$ cat src/rtl/mem_nibble_responder.sv
// mem_nibble_responder: memory-side endpoint for the DMA 4-bit memory port.
// Accepts an address/length command, then absorbs (write) or sources (read)
// a low-nibble-first stream against a byte-wide storage array.
// Optional feature macro: MEM_NIBBLE_RESP_CHECKSUM_EN enables a running
// mod-256 byte checksum of the current/last command; otherwise checksum is 0.
module mem_nibble_responder #(
   parameter int AW = 8
) (
   input  logic        clk,
   input  logic        reset,
   input  logic        mode,
   input  logic        addr_in_valid,
   output logic        addr_in_enable,
   input  logic [31:0] addr_in,
   input  logic [31:0] len_in,
   input  logic        dma_to_mem_valid,
   output logic        dma_to_mem_enable,
   input  logic [3:0]  mem_in_socket,
   output logic        mem_to_dma_valid,
   input  logic        mem_to_dma_enable,
   output logic [3:0]  mem_out_socket,
   output logic        busy,
   output logic        done,
   output logic [7:0]  checksum
);

   typedef enum logic [1:0] {
      IDLE = 2'd0,
      XFER = 2'd1,
      DONE = 2'd2
   } state_t;

   state_t        state;
   state_t        state_next;
   logic [AW-1:0] ptr;
   logic [31:0]   cnt;
   logic          half;
   logic          dir;
   logic [3:0]    hold;
   logic [7:0]    mem [2**AW];

   logic          cmd_fire;
   logic          wr_fire;
   logic          rd_fire;
   logic          byte_fire;
   logic          last_byte;
   logic [7:0]    rd_byte;
   logic [7:0]    wr_byte;

   // Upper address bits are deliberately ignored; storage wraps modulo 2^AW.
   logic          unused_addr_bits;
   assign unused_addr_bits = ^addr_in[31:AW];

   assign rd_byte = mem[ptr];
   assign wr_byte = {mem_in_socket, hold};

   // Decode outputs from the state, derive handshakes and choose the next state.
   always_comb begin
      state_next        = state;
      addr_in_enable    = 1'b0;
      dma_to_mem_enable = 1'b0;
      mem_to_dma_valid  = 1'b0;
      mem_out_socket    = 4'h0;
      busy              = 1'b0;
      done              = 1'b0;
      if (!reset) begin
         case (state)
            IDLE: addr_in_enable = 1'b1;
            XFER: begin
               busy = 1'b1;
               if (dir) begin
                  dma_to_mem_enable = 1'b1;
               end else begin
                  mem_to_dma_valid = 1'b1;
                  mem_out_socket   = half ? rd_byte[7:4] : rd_byte[3:0];
               end
            end
            DONE: begin
               busy = 1'b1;
               done = 1'b1;
            end
            default: ;
         endcase
      end
      cmd_fire  = addr_in_enable & addr_in_valid;
      wr_fire   = dma_to_mem_enable & dma_to_mem_valid;
      rd_fire   = mem_to_dma_valid & mem_to_dma_enable;
      byte_fire = (wr_fire | rd_fire) & half;
      last_byte = byte_fire & (cnt == 32'd1);
      case (state)
         IDLE: begin
            if (cmd_fire) begin
               state_next = (len_in == 32'd0) ? DONE : XFER;
            end
         end
         XFER: begin
            if (last_byte) begin
               state_next = DONE;
            end
         end
         DONE:    state_next = IDLE;
         default: state_next = IDLE;
      endcase
   end

   // State register; reset always returns to IDLE and drops any command.
   always_ff @(posedge clk) begin
      if (reset) begin
         state <= IDLE;
      end else begin
         state <= state_next;
      end
   end

   // Command parameters, byte pointer, remaining count and nibble phase.
   always_ff @(posedge clk) begin
      if (reset) begin
         ptr  <= '0;
         cnt  <= 32'd0;
         half <= 1'b0;
         hold <= 4'h0;
         dir  <= 1'b0;
      end else if (cmd_fire) begin
         ptr  <= addr_in[AW-1:0];
         cnt  <= len_in;
         dir  <= mode;
         half <= 1'b0;
      end else if (wr_fire || rd_fire) begin
         half <= ~half;
         if (wr_fire && !half) begin
            hold <= mem_in_socket;
         end
         if (half) begin
            ptr <= ptr + AW'(1);
            cnt <= cnt - 32'd1;
         end
      end
   end

   // Storage write on the high-nibble handshake; contents survive reset.
   always_ff @(posedge clk) begin
      if (wr_fire && half) begin
         mem[ptr] <= wr_byte;
      end
   end

`ifdef MEM_NIBBLE_RESP_CHECKSUM_EN
   logic [7:0] sum;

   // Running byte sum, cleared at command accept and frozen once the command ends.
   always_ff @(posedge clk) begin
      if (reset) begin
         sum <= 8'h00;
      end else if (cmd_fire) begin
         sum <= 8'h00;
      end else if (byte_fire) begin
         sum <= sum + (dir ? wr_byte : rd_byte);
      end
   end

   assign checksum = sum;
`else
   assign checksum = 8'h00;
`endif

endmodule
$ cat config.mk
export PLATFORM = sky130hd
export DESIGN_NAME = mem_nibble_responder
export DESIGN_NICKNAME = d
export VERILOG_FILES = /design/src/rtl/mem_nibble_responder.sv
export SDC_FILE = /design/constraint.sdc
export NUM_CORES = 2
export LEC_CHECK = 0
export ABC_CLOCK_PERIOD_IN_PS = 10900
export BUFFER_PORTS_ARGS = -buffer_cell sky130_fd_sc_hd__buf_2
export CAP_MARGIN = 40
export CORE_MARGIN = 2
export CORE_UTILIZATION = 60
export DETAILED_ROUTE_END_ITERATION = 8
export HOLD_SLACK_MARGIN = 0.12
export PLACE_DENSITY = 0.76
export SLEW_MARGIN = 20
export SYNTH_ARGS = -nofsm -noshare
export SYNTH_HDL_FRONTEND = slang
export SYNTH_SLANG_ARGS = --single-unit
export TNS_END_PERCENT = 10
$ cat constraint.sdc
create_clock -name clk -period 10.9 [get_ports clk]
set_input_delay 2.18 -clock clk [delete_from_list [all_inputs] [get_ports clk]]
set_output_delay 2.18 -clock clk [all_outputs]
set_load 0.05 [all_outputs]
==> reports/summary.md <==
Counting every instance in the synthesized netlist gives 4083. For this run, the slowest stage of the critical path takes 0.71 ns. Worst hold path startpoint: dir. The average instance in the mapped netlist occupies 20.1 µm². The number of synthesized register bits was 2104. Yosys attributes the largest share of cell area to edfxtp_1 75%, mux4_2 13%, mux2i_1 2.1%, nor2_1 1.5%, dfxtp_1 1.4%. The post-synthesis cell type count is 70, and the number of buffers on the longest clock path is 3.

The final routed DRC violation total came out at 0. The power density over the cells is 197 nW/µm², and the via count of the first global-routing pass is 42100. Overall global routing resource usage: 28.3%.

The post-CTS resize count was 0. Along the worst hold path, the cell count comes to 2. Once the floorplan was initialized, standard cells occupied 60.6% of the core.

The max-slew violation count was 0; the hold violation total from the final report was 0. The synthesized design contains 2048 enable-type register cells. The clock drives 2104 sinks. In the synthesized netlist, the cells that appear most often are 2048 x edfxtp_1, 456 x mux4_2, 327 x nor2_1.

Of the total power, the clock network draws 38.4%. Adding up every negative setup slack in the final design gives 0 ns. The setup-violating endpoint count in the final report is 0, and the weighted congestion reported at the end of routability-driven placement is 0.881. At the worst endpoint, the arrival time is 5.74 ns. In the final design database the tool counted 4331 nets. In the synthesized netlist the dominant register cell turns out to be edfxtp_1. The via-per-instance ratio works out to 6.79. The number of DRC violations after detailed-routing iteration 0 is 5877, and the vias after detailed routing is 42000. The finished cells cover 91700 µm². TritonCTS built the clock tree. The worst register-to-register path ends at mem[41][3]. The layout cell share with drive strength beyond 1 is 22.4%. Summed over all cells, the static leakage comes to 30.1 nW. Entering global routing, the biggest net connects 138 pins. Setup repair after global routing left no endpoint under its margin. The detail-routed net length per standard cell was 31.7 µm.

The power dissipated by switching net loads is 4.39 mW. The sum of net half-perimeters after detailed placement came out at 115 mm. The first global-routing pass estimated 286 mm of wire. Together, buffers and inverters on the worst path number 3.

The gate family responsible for the most delay along the worst path is simple AND/OR/NAND/NOR gates. The Yosys step of the flow raised 0 warnings. Slew at the pin closest to its max-slew limit: 1.08 ns. The clock latency on the worst-skew pair came out at 0.84 ns. The share of the cycle needed by the critical path after routing was 72.7%; the number of H-tree levels was 4.

In this run the critical register-to-register path is launched from state[1]. Kind of critical path: input port to output port. The logs give 91 for the number of top-level design ports and 8 for the first-pass iteration count of the detailed router. VDD sags by at most 0.136 mV.

The cell seen most often among critical-path stages is buf_2. The slowest cell on the critical path is nor3b_1. For this block, the routed nets add up to 196 mm of wire.

Global routing finished with a remaining overflow of 0. The worst pin sits at a relative slew slack of 28.2%. In this run the worst path has a maximum fanout of 29.

Compared with the post-synthesis result, the final layout area differs by 11.7%. The register-to-register setup slack came out at 7.07 ns. The flow ran to the end, and the final reports show no timing, DRC or antenna violations.

Sequential cells were found to cover 76.2% of the synthesized design area. The number of violations of the max-capacitance limit is 0. The root cell of the clock tree is clkbuf_16.

For the proportion of power drawn by flip-flops and latches, the log shows 49.6%. The signal on the critical path passes through buf_2, buf_16, nor3b_1, nor2b_1, o211ai_1, a221oi_1, or4b_2, o221ai_1, buf_2. The number of antenna violations at the first check in global routing was 7; the final critical delay including setup and external delays was 7.92 ns. The fraction of power spent switching nets was 24.3%.

The tools report the synthesized cell area as 82100 µm². The type of origin of the critical path was an input port. The share of total power dissipated in combinational logic is 12.0%. The number of nets with antenna violations after detailed routing is 0. Most used standard cell by instance count after synthesis: edfxtp_1. The design internal power is 13.7 mW, and the overall die area is 140000 µm².

The fraction of registers with async set or reset after synthesis was 0%. The count of input and output buffers was 58. Number of cells traversed by the worst register-to-register path: 7. The number of setup buffers added after CTS is 0, and the cell area reported after detailed placement is 84700 µm².

The endpoint required time on the critical path was 8.72 ns; the core region area was 136000 µm². The logs give 196 for the total clock buffers created by CTS and 8133 for the layout filler cell count. After synthesis, the largest area contributor takes up 74.9% of total cell area. In this run, post-CTS hold repair placed 0 buffers. The tools report the type of element capturing the critical path as an output port.

The run gives 126 MHz as the top achievable clock speed. The tools report the worst clock skew as 0.0301 ns. In this run the worst hold path is classified as register to register. The path with the worst hold slack has its endpoint at dir. The floorplan has 135 rows. Clock-pin slew was measured on the worst setup and hold paths at 0.06 ns.

The horizontal extent of the die works out to 374 µm. Of all cell types, the one taking the most synthesized area is edfxtp_1. The vertical die dimension is 374 µm.
[power groups by stage]
stage | Sequential [mW] | Combinational [mW] | Clock [mW]
2_1_floorplan | 9.06 | 1.40 | 0
3_3_place_gp | 9.13 | 2.05 | 0
3_5_place_dp | 9.12 | 2.11 | 0
4_1_cts | 8.95 | 2.13 | 6.97
5_1_grt | 8.95 | 2.25 | 7.26
6_report | 8.95 | 2.17 | 6.93
[layout by cell type (no fill, tap or decap), types with 46 or more instances in the layout]
master / synthesis / routed
dfxtp_1: 56 / 47
buf_4: 36 / 108
mux4_2: 456 / 456
edfxtp_1: 2048 / 2048
a22oi_1: 52 / 52
clkinv_1: 2 / 54
clkbuf_16: 0 / 202
o22ai_1: 49 / 49
o221ai_1: 65 / 65
nor2_1: 327 / 326
buf_2: 52 / 60
o21ai_0: 46 / 46
mux2i_1: 176 / 176
a21oi_1: 59 / 59
nand2_1: 114 / 113
[worst register-to-register path, cell delays in order, from the launching register on]
cell     delay, ns
dfxtp_1       0.32
inv_1         0.10
ha_1          0.29
and4b_1       0.45
nand2_1       0.14
nor3_1        0.63
nand2_1       0.66
nor2_1        0.87
[state kept, by name, indices dropped and copies added, names as in the netlist, named ones only]
register	cells
hold	4
cnt	32
mem	2048
state	2
dir	1
half	1
ptr	8
[kinds of logic (layout without fill, tap and decap cells)]
kind of cell,count (synthesis),after routing,share of synthesized area [%]
AOI/OAI and AO/OA,410,410,3.55
xor gates and xnor gates,33,33,0.352
adders and majority gates,9,9,0.137
buffers and inverters,265,585,1.47
DFF,2104,2104,76.2
muxes,654,654,14.9
other,1,13,0.00457
and+or+nand+nor,607,607,3.31
[metal layers]
layer / vias to the layer above / GRT usage (%) / share of wire (%)
li1: 17200 / - / -
met1: 21800 / 38.8 / 37
met2: 2579 / 44.4 / 48
met3: 443 / 6.48 / 11
met4: 4 / 11.7 / 4.1
met5: - / 0.583 / 0.067
[through the flow]
step / power, mW / setup slack [ns] / utilization [%] / instances / hold slack, ns
after global routing: 18.5 / 2.94 / 67.6 / 6193 / 0.546
after CTS: 18.1 / 3.08 / 67.2 / 6131 / 0.524
after global placement: 11.2 / 3.18 / 62.1 / 5742 / 0.505
final: 18.0 / 2.98 / 67.6 / 6196 / 0.522
after detailed placement: 11.2 / 3.08 / 62.4 / 5771 / 0.513
after floorplan: 10.5 / 3.45 / - / 4090 / 0.480
[cell type report]
| type | instances | area [µm²] | area share, % |
|---|---|---|---|
| flip-flops and latches | 2104 | 62700 | 68.3 |
| multi-input cells | 1721 | 18400 | 20.0 |
| clock buffers | 236 | 5190 | 5.66 |
| well taps | 1781 | 2230 | 2.43 |
| repair buffers | 210 | 1910 | 2.08 |
| clock inverters | 124 | 1290 | 1.40 |
| inverters | 15 | 58.8 | 0.0641 |
| diodes | 5 | 12.5 | 0.0136 |
[worst max path at each step]
stage	slack, ns	end	from	cells past startpoint
after floorplan	3.45	mem_out_socket[2]	reset	7
after detailed placement	3.08	mem_out_socket[2]	reset	9
final	2.98	mem_out_socket[2]	reset	9
after CTS	3.08	mem_out_socket[2]	reset	9
after global placement	3.18	mem_out_socket[2]	reset	8
after global routing	2.94	mem_out_socket[2]	reset	9
No activity file was read; power rests on OpenSTA's default activity.
